### src/rtl/regfile_dump_reader_if.sv
// Debug-path bundle between the register-file dump reader, the register-file read port
// and the downstream trace consumer.
interface regfile_dump_reader_if #(
  parameter int unsigned N     = 32,
  parameter int unsigned IDX_W = 5
);

  logic             start;
  logic [IDX_W-1:0] first_reg;
  logic [IDX_W-1:0] last_reg;
  logic [IDX_W-1:0] rf_read_addr;
  logic [N-1:0]     rf_read_data;
  logic             out_valid;
  logic             out_ready;
  logic [N-1:0]     out_data;
  logic [IDX_W-1:0] out_index;
  logic             out_last;
  logic             busy;
  logic             done;

  // Reader side: drives the read address and the output stream.
  modport master (
    input  start,
    input  first_reg,
    input  last_reg,
    input  rf_read_data,
    input  out_ready,
    output rf_read_addr,
    output out_valid,
    output out_data,
    output out_index,
    output out_last,
    output busy,
    output done
  );

  // Environment side: register file plus trace sink plus debug controller.
  modport slave (
    output start,
    output first_reg,
    output last_reg,
    output rf_read_data,
    output out_ready,
    input  rf_read_addr,
    input  out_valid,
    input  out_data,
    input  out_index,
    input  out_last,
    input  busy,
    input  done
  );

endinterface

### src/rtl/regfile_dump_reader.sv
// Walks a (possibly wrapping) register index range through a register-file read port
// and streams each captured 32-bit value out over a valid/ready handshake.
module regfile_dump_reader #(
  parameter int unsigned N     = 32,
  parameter int unsigned IDX_W = 5
) (
  input  logic                   clk,
  input  logic                   reset,
  regfile_dump_reader_if.master  bus
);

  typedef enum logic [1:0] {
    IDLE   = 2'd0,
    READ   = 2'd1,
    SEND   = 2'd2,
    FINISH = 2'd3
  } state_e;

  state_e           state_q,        state_d;
  logic [IDX_W-1:0] cur_idx_q,      cur_idx_d;
  logic [IDX_W-1:0] end_idx_q,      end_idx_d;
  logic [IDX_W-1:0] rf_read_addr_q, rf_read_addr_d;
  logic             out_valid_q,    out_valid_d;
  logic [N-1:0]     out_data_q,     out_data_d;
  logic [IDX_W-1:0] out_index_q,    out_index_d;
  logic             out_last_q,     out_last_d;
  logic             busy_q,         busy_d;
  logic             done_q,         done_d;

  // Next-state and next-output computation.
  always_comb begin
    state_d     = state_q;
    cur_idx_d   = cur_idx_q;
    end_idx_d   = end_idx_q;
    out_valid_d = out_valid_q;
    out_data_d  = out_data_q;
    out_index_d = out_index_q;
    out_last_d  = out_last_q;
    busy_d      = busy_q;
    done_d      = 1'b0;

    case (state_q)
      IDLE: begin
        if (bus.start) begin
          cur_idx_d = bus.first_reg;
          end_idx_d = bus.last_reg;
          busy_d    = 1'b1;
          state_d   = READ;
        end
      end
      READ: begin
        out_data_d  = bus.rf_read_data;
        out_index_d = cur_idx_q;
        out_last_d  = (cur_idx_q == end_idx_q);
        out_valid_d = 1'b1;
        state_d     = SEND;
      end
      SEND: begin
        if (out_valid_q && bus.out_ready) begin
          out_valid_d = 1'b0;
          if (out_last_q) begin
            done_d  = 1'b1;
            state_d = FINISH;
          end else begin
            // Index arithmetic is modulo 2^IDX_W so ranges may wrap past the top register.
            cur_idx_d = IDX_W'(cur_idx_q + IDX_W'(1));
            state_d   = READ;
          end
        end
      end
      FINISH: begin
        busy_d  = 1'b0;
        state_d = IDLE;
      end
      default: begin
        busy_d      = 1'b0;
        out_valid_d = 1'b0;
        state_d     = IDLE;
      end
    endcase

    // Registered copy of the walk index, so the read port sees cur_idx for the whole READ cycle.
    rf_read_addr_d = cur_idx_d;
  end

  // All state and outputs, synchronous active-high reset.
  always_ff @(posedge clk) begin
    if (reset) begin
      state_q        <= IDLE;
      cur_idx_q      <= '0;
      end_idx_q      <= '0;
      rf_read_addr_q <= '0;
      out_valid_q    <= 1'b0;
      out_data_q     <= '0;
      out_index_q    <= '0;
      out_last_q     <= 1'b0;
      busy_q         <= 1'b0;
      done_q         <= 1'b0;
    end else begin
      state_q        <= state_d;
      cur_idx_q      <= cur_idx_d;
      end_idx_q      <= end_idx_d;
      rf_read_addr_q <= rf_read_addr_d;
      out_valid_q    <= out_valid_d;
      out_data_q     <= out_data_d;
      out_index_q    <= out_index_d;
      out_last_q     <= out_last_d;
      busy_q         <= busy_d;
      done_q         <= done_d;
    end
  end

  assign bus.rf_read_addr = rf_read_addr_q;
  assign bus.out_valid    = out_valid_q;
  assign bus.out_data     = out_data_q;
  assign bus.out_index    = out_index_q;
  assign bus.out_last     = out_last_q;
  assign bus.busy         = busy_q;
  assign bus.done         = done_q;

endmodule
### src/flat_wrapper.sv
// flat-port wrapper written by rule: the top's interface ports become plain ports
module regfile_dump_reader_flat 
#(
  parameter int unsigned N     = 32,
  parameter int unsigned IDX_W = 5
)
  (clk, reset, bus_start, bus_first_reg, bus_last_reg, bus_rf_read_data, bus_out_ready, bus_rf_read_addr, bus_out_valid, bus_out_data, bus_out_index, bus_out_last, bus_busy, bus_done);
  regfile_dump_reader_if #(.N(N), .IDX_W(IDX_W)) bus_i ();
  input  logic clk;
  input  logic reset;
  input wire logic [$bits(bus_i.start)-1:0] bus_start;
  input wire logic [$bits(bus_i.first_reg)-1:0] bus_first_reg;
  input wire logic [$bits(bus_i.last_reg)-1:0] bus_last_reg;
  input wire logic [$bits(bus_i.rf_read_data)-1:0] bus_rf_read_data;
  input wire logic [$bits(bus_i.out_ready)-1:0] bus_out_ready;
  output wire logic [$bits(bus_i.rf_read_addr)-1:0] bus_rf_read_addr;
  output wire logic [$bits(bus_i.out_valid)-1:0] bus_out_valid;
  output wire logic [$bits(bus_i.out_data)-1:0] bus_out_data;
  output wire logic [$bits(bus_i.out_index)-1:0] bus_out_index;
  output wire logic [$bits(bus_i.out_last)-1:0] bus_out_last;
  output wire logic [$bits(bus_i.busy)-1:0] bus_busy;
  output wire logic [$bits(bus_i.done)-1:0] bus_done;
  assign bus_i.start = bus_start;
  assign bus_i.first_reg = bus_first_reg;
  assign bus_i.last_reg = bus_last_reg;
  assign bus_i.rf_read_data = bus_rf_read_data;
  assign bus_i.out_ready = bus_out_ready;
  assign bus_rf_read_addr = bus_i.rf_read_addr;
  assign bus_out_valid = bus_i.out_valid;
  assign bus_out_data = bus_i.out_data;
  assign bus_out_index = bus_i.out_index;
  assign bus_out_last = bus_i.out_last;
  assign bus_busy = bus_i.busy;
  assign bus_done = bus_i.done;
  regfile_dump_reader #(.N(N), .IDX_W(IDX_W)) u_core (.clk(clk), .reset(reset), .bus(bus_i));
endmodule
### config.mk
export PLATFORM = sky130hd
export DESIGN_NAME = regfile_dump_reader_flat
export DESIGN_NICKNAME = d
export VERILOG_FILES = /design/src/rtl/regfile_dump_reader_if.sv /design/src/rtl/regfile_dump_reader.sv /design/src/flat_wrapper.sv
export SDC_FILE = /design/constraint.sdc
export NUM_CORES = 1
export LEC_CHECK = 0
export CAP_MARGIN = 15
export CORE_UTILIZATION = 40
export CTS_BUF_LIST = sky130_fd_sc_hd__clkbuf_16
export CTS_CLUSTER_DIAMETER = 200
export DETAILED_ROUTE_END_ITERATION = 10
export GPL_ROUTABILITY_DRIVEN = 0
export HOLD_SLACK_MARGIN = 0.12
export PLACE_DENSITY = 0.77
export SLEW_MARGIN = 20
export SYNTH_ARGS = -nofsm -noshare
export SYNTH_HDL_FRONTEND = slang
export SYNTH_SLANG_ARGS = --single-unit
### constraint.sdc
create_clock -name clk -period 1.35 [get_ports clk]
set_input_delay 0.27 -clock clk [delete_from_list [all_inputs] [get_ports clk]]
set_output_delay 0.27 -clock clk [all_outputs]
set_load 0.005 [all_outputs]
-- Word level (Yosys, flattened, before mapping)
Index checks and enable logic that the tools add are counted.
- output and inout bits: 46
- register bits after elaboration: 53
- input bits: 46
- logic and storage cells: 43
- add/subtract/negate cells: 1
- bitwise logic cells: 2
- mux-type cells: 13
- eq/ne operators: 7
- reduce and logical (&&, ||, !) cells: 11
- operators with widths (operator ; number):
    5-bit two-way mux ; 3
    5-bit one-hot mux with 2 select lines ; 1
    2-bit one-hot mux with 4 select lines ; 1
    2-bit AND reduction ; 4
    2-bit two-way mux ; 3
    2-bit nonzero test ; 3
    5-bit by 1-bit adder with 5-bit output (second input constant) ; 1
    5-bit == test ; 1
    2-bit == test (second input constant) ; 2
    2-bit inequality test (second input constant) ; 2
    1-bit one-hot mux with 2 select lines ; 2
    4-bit AND reduction ; 1
    1-bit two-way mux ; 3
    3-bit OR reduction ; 1
    2-bit by 1-bit == test with 1-bit output (second input constant) ; 1
    2-bit zero test ; 1
    2-bit by 1-bit inequality test with 1-bit output (second input constant) ; 1
    1-bit NOT ; 2
    1-bit logical AND ; 1

-- Depth between registers and ports, before layout
- depth after elaboration: 4
- depth in mapped cells: 6
- gate-level depth less buffers: 5

-- Worst setup path before layout
Ideal clock, no wire load.
- path kind: reg-to-reg
- from: register u_core.cur_idx_q[0]
- to: register u_core.cur_idx_q[4]
- data required time: 1218 ps
- setup slack: 101 ps
- data arrival time: 1117 ps
- clock period less this slack: 1249 ps
- library setup time: 132 ps
- path buffers: 0
- cell stages (with the launch flop): 6
- path through: dfxtp_1 > ha_1 > nand3_1 > a221o_1 > nand2_1 > a21oi_1
- longest elaborated chain between the ends: 4
- ends and longest elaborated chain (what ; line ; RTL):
    from (decl) ; regfile_dump_reader.sv:20 ; logic [IDX_W-1:0] cur_idx_q, cur_idx_d;
    from (signal assigned) ; regfile_dump_reader.sv:101 ; cur_idx_q <= cur_idx_d;
    5-bit by 1-bit adder with 5-bit output ; regfile_dump_reader.sv:66 ; cur_idx_d = IDX_W'(cur_idx_q + IDX_W'(1));
    5-bit two-way mux ; regfile_dump_reader.sv:61 ; if (out_last_q) begin
    5-bit two-way mux ; regfile_dump_reader.sv:59 ; if (out_valid_q && bus.out_ready) begin
    5-bit one-hot mux with 2 select lines ; regfile_dump_reader.sv:42 ; case (state_q)
Every way passes these cells. The select of a mux whose other input is x is not followed.
A chain may end at the register's enable or synchronous reset.

-- Worst setup path after layout
- from: input port bus_start
- to: register u_core.cur_idx_q[2]
- longest elaborated chain between the ends: 2
- ends and longest elaborated chain (what ; line ; RTL):
    from (decl) ; flat_wrapper.sv:11 ; input wire logic [$bits(bus_i.start)-1:0] bus_start;
    2-bit inequality test (no line) ; - ;
    4-bit AND reduction (no line) ; - ;
Every way passes these cells.

==> metrics.md <==
| Metric | Value |
|---|---|
| Initial antenna violation count | `0` |
| Row cnt | `25` |
| Layout Cells excl Fill | `424` |
| Maximum clock insertion buffer count | `2` |
| H-tree depth | `2` |
| Syn. warnings | `0` |
| Minimum clock period | `1.29 ns` |
| Iter 0 DRT Violations | `60` |
| RSZ-0062 raised after global routing | `yes` |
| Top delay family on crit path | `buffers and inverters` |
| Crit-path cells | `clkdlybuf4s50_1 -> nand2b_4 -> or2_1 -> o211ai_1 -> a21oi_1` |
| Grt total ovfl | `0` |
| Worst skew pair latency | `0.28 ns` |
| Critical setup path kind | `input pin to flip-flop` |
| Synthesized instance count | `258` |
| Critical Path Sink Type | `flip-flop` |
| R2R cell count | `5` |
| Die Y | `73.9 um` |
| Root Buffer Master | `clkbuf_16` |
| Worst Path Buf+Inv | `1` |
| Top FF cell, synth | `dfxtp_1` |
| HP Class | `input pin to flip-flop` |
| DR vias/cell | `4.79` |
| Min-Delay Path Depth | `2` |
| Largest family of logic cells by synthesized area | `simple AND/OR/NAND/NOR gates` |
| Synth Area in Simple Gates | `23.8%` |
| Hpwl dp | `3700 um` |
| Hold Startpoint | `reset` |
| EDFF count, synth | `0` |
| Chip Width | `73.9 um` |
| Status | `finished clean` |
| Most common cell after layout, fill and taps aside | `nand2_1` |
| Max-Cap Viols | `0` |
| Post-Syn Area | `2070 um2` |
| Hold slack | `0.363 ns` |
| Layout Skew | `0.00415 ns` |
| Pre-Repair DR Iteration Count | `5` |
| Cells after DPL | `415` |
| Tcrit/Tclk final | `95.6%` |
| Proportion of synthesized area in mux cells | `1.21%` |
| Max FO, Critical Path | `8` |
| I/O Pins | `92` |
| Reg2reg start | `u_core.state_q[1]` |
| Post-synth cell types | `31` |
| Worst slew margin | `77.6%` |
| Pleak | `1.41 nW` |
| Starting Density | `42.7%` |
| CTS tree | `done` |
| CTS Sinks | `53` |
| P&R area growth vs syn | `55.9%` |
| Final Hold Vio Count | `0` |
| Slew Limit Fails | `0` |
| Ant diodes | `0` |
| Post-layout util | `66.6%` |
| F_max | `0.775 GHz` |
| Layout Nets | `403` |
| Die area | `5470 um2` |
| Synthesized area per cell | `8.02 um2` |
| Peak supply drop | `827 uV` |
| Port bufs | `91` |
| Worst stage delay on the critical path | `0.56 ns` |
| Clk slew on worst S/H paths | `0.06 ns` |
| Number of global-route vias before repair | `1,969` |
| Pwr Density | `1090 nW/um2` |
| Core ar. | `4850 um2` |
| Post-synthesis compound-gate area fraction | `16.3%` |
| Routed wire length | `5200 um` |
| Remaining DRCs | `0` |
| CP max stage cell | `clkdlybuf4s50_1` |
| Drt wl/cell | `12.3 um` |
| Worst Tran Pin Value | `0.335 ns` |
| CTS buffer count | `5` |
| Final ANT Viol Nets | `0` |
| CP arrival | `1.45 ns` |
| Post-Synth Adder-Cell Area | `0.605%` |
| CTS Hold Bufs | `0` |
| Finish-stage setup viols | `0` |
| RR Endpoint | `u_core.bus.out_valid` |
| Synth Net Count | `305` |
| Hold Path Sink | `u_core.state_q[1]` |
| Layout cells sized above 1 | `10.1%` |
| R2R Setup Slk | `0.10 ns` |
| Critical path data required time | `1.51 ns` |
| Total GRT Usage | `19.5%` |
| Asr flop ratio synth | `0%` |
| Yosys reg bits | `53` |
| Largest net degree at the start of global routing | `31` |
| Wire length of the first global-routing pass | `8270 um` |
| Vias | `2,032` |
| Sequential share of the synthesized area | `51.3%` |
| Fill cell count | `448` |
| Most frequent cells in the layout | `nand2_1, a21oi_1, dlygate4sd2_1` |
| Crit path launch type | `input pin` |
| Xor/xnor share of the synthesized area | `2.12%` |
cells in the mapped netlist, types with 2 or more instances:
library cell	number	area, um2
a211oi_1	2	15.0
a21oi_1	51	255
a221o_1	2	20.0
and2b_1	2	15.0
buf_2	7	35.0
buf_4	3	22.5
clkbuf_1	6	22.5
dfxtp_1	53	1060
nand2_1	92	345
nand2b_1	2	12.5
nand3_1	3	15.0
nor2_1	4	15.0
nor2b_1	3	18.8
nor3b_1	3	22.5
o21ai_0	6	30.0
xnor2_1	2	17.5
xor2_1	3	26.3
worst reg2reg max path: cells and delay by family, from the launching register on:
| family | cells | cell delay [ns] |
|---|---|---|
| DFF | 1 | 0.36 |
| buffers and inverters | 2 | 0.33 |
| and+or+nand+nor | 2 | 0.30 |
| AOI/OAI and AO/OA | 1 | 0.18 |
metrics by stage:
| stage | area, um2 | setup TNS (ns) | total power, mW | setup WS (ns) |
|---|---|---|---|---|
| 6_report | 3230 | 0 | 3.51 | 0.0592 |
| 5_1_grt | 3230 | -0.0242 | 3.66 | -0.0132 |
| 3_3_place_gp | 3120 | -1.66 | 2.38 | -0.196 |
| 4_1_cts | 3210 | 0 | 3.53 | 0.00715 |
| 3_5_place_dp | 3120 | -1.94 | 2.39 | -0.219 |
| 2_1_floorplan | 2070 | 0 | 2.02 | 0.101 |
kinds of logic after synthesis:
logic type	Yosys count
multiplexers	2
buffers and inverters	19
flip-flops	53
AO/OA/AOI/OAI	63
XOR/XNOR	5
adder cells (fa/ha/maj)	1
AND/OR/NAND/NOR	115
sequential cells by signal (all words and copies together) (netlist names):
| name | flops |
|---|---|
| u_core.bus.out_data | 32 |
| u_core.bus.out_index | 5 |
| u_core.cur_idx_q | 5 |
| u_core.end_idx_q | 5 |
| u_core.state_q | 2 |
| u_core.bus.busy | 1 |
| u_core.bus.done | 1 |
| u_core.bus.out_last | 1 |
| u_core.bus.out_valid | 1 |
power breakdown:
group          internal (mW)  total (mW)  leakage (nW)  switching [mW]
Clock                  0.668        1.18        0.0776           0.516
Sequential              1.65        1.72         0.436          0.0608
Combinational          0.343       0.606         0.892           0.262
how the worst max path moves through the flow:
stage | start | endpoint | slack [ns] | depth (start not counted)
2_1_floorplan | u_core.cur_idx_q[0] | u_core.cur_idx_q[4] | 0.10 | 5
3_3_place_gp | bus_out_ready | u_core.cur_idx_q[4] | -0.20 | 5
3_5_place_dp | bus_start | u_core.cur_idx_q[2] | -0.22 | 5
4_1_cts | u_core.state_q[1] | u_core.bus.out_data[1] | 0.007 | 5
5_1_grt | u_core.state_q[1] | u_core.bus.out_data[27] | -0.01 | 5
6_report | bus_start | u_core.cur_idx_q[2] | 0.06 | 5
timing repair:
| action | 4_1_cts | 5_1_grt |
|---|---|---|
| resized for setup | 56 | 5 |
| endpoints found under the hold margin | 0 | 0 |
| buffers inserted | 0 | 1 |
| endpoints found under the setup margin | 49 | 33 |
| pin swaps | 0 | 2 |
routing by layer:
metal	part of all wire (%)	vias to the layer above	track usage [%]
li1	-	1038	-
met1	44	925	22.5
met2	48	60	33.6
met3	6.9	9	6.23
met4	1.7	0	7.69
met5	0	-	0
final cells by class:
cell class	instances	area, um2	area share [%]
Clock buffer	5	125	3.88
Inverter	1	3.75	0.116
Timing Repair Buffer	109	1010	31.4
Tap cell	67	83.8	2.60
Multi-Input combinational cell	186	912	28.3
Clock inverter	3	11.3	0.349
Sequential cell	53	1080	33.4
No activity file was read; power rests on OpenSTA's default activity.
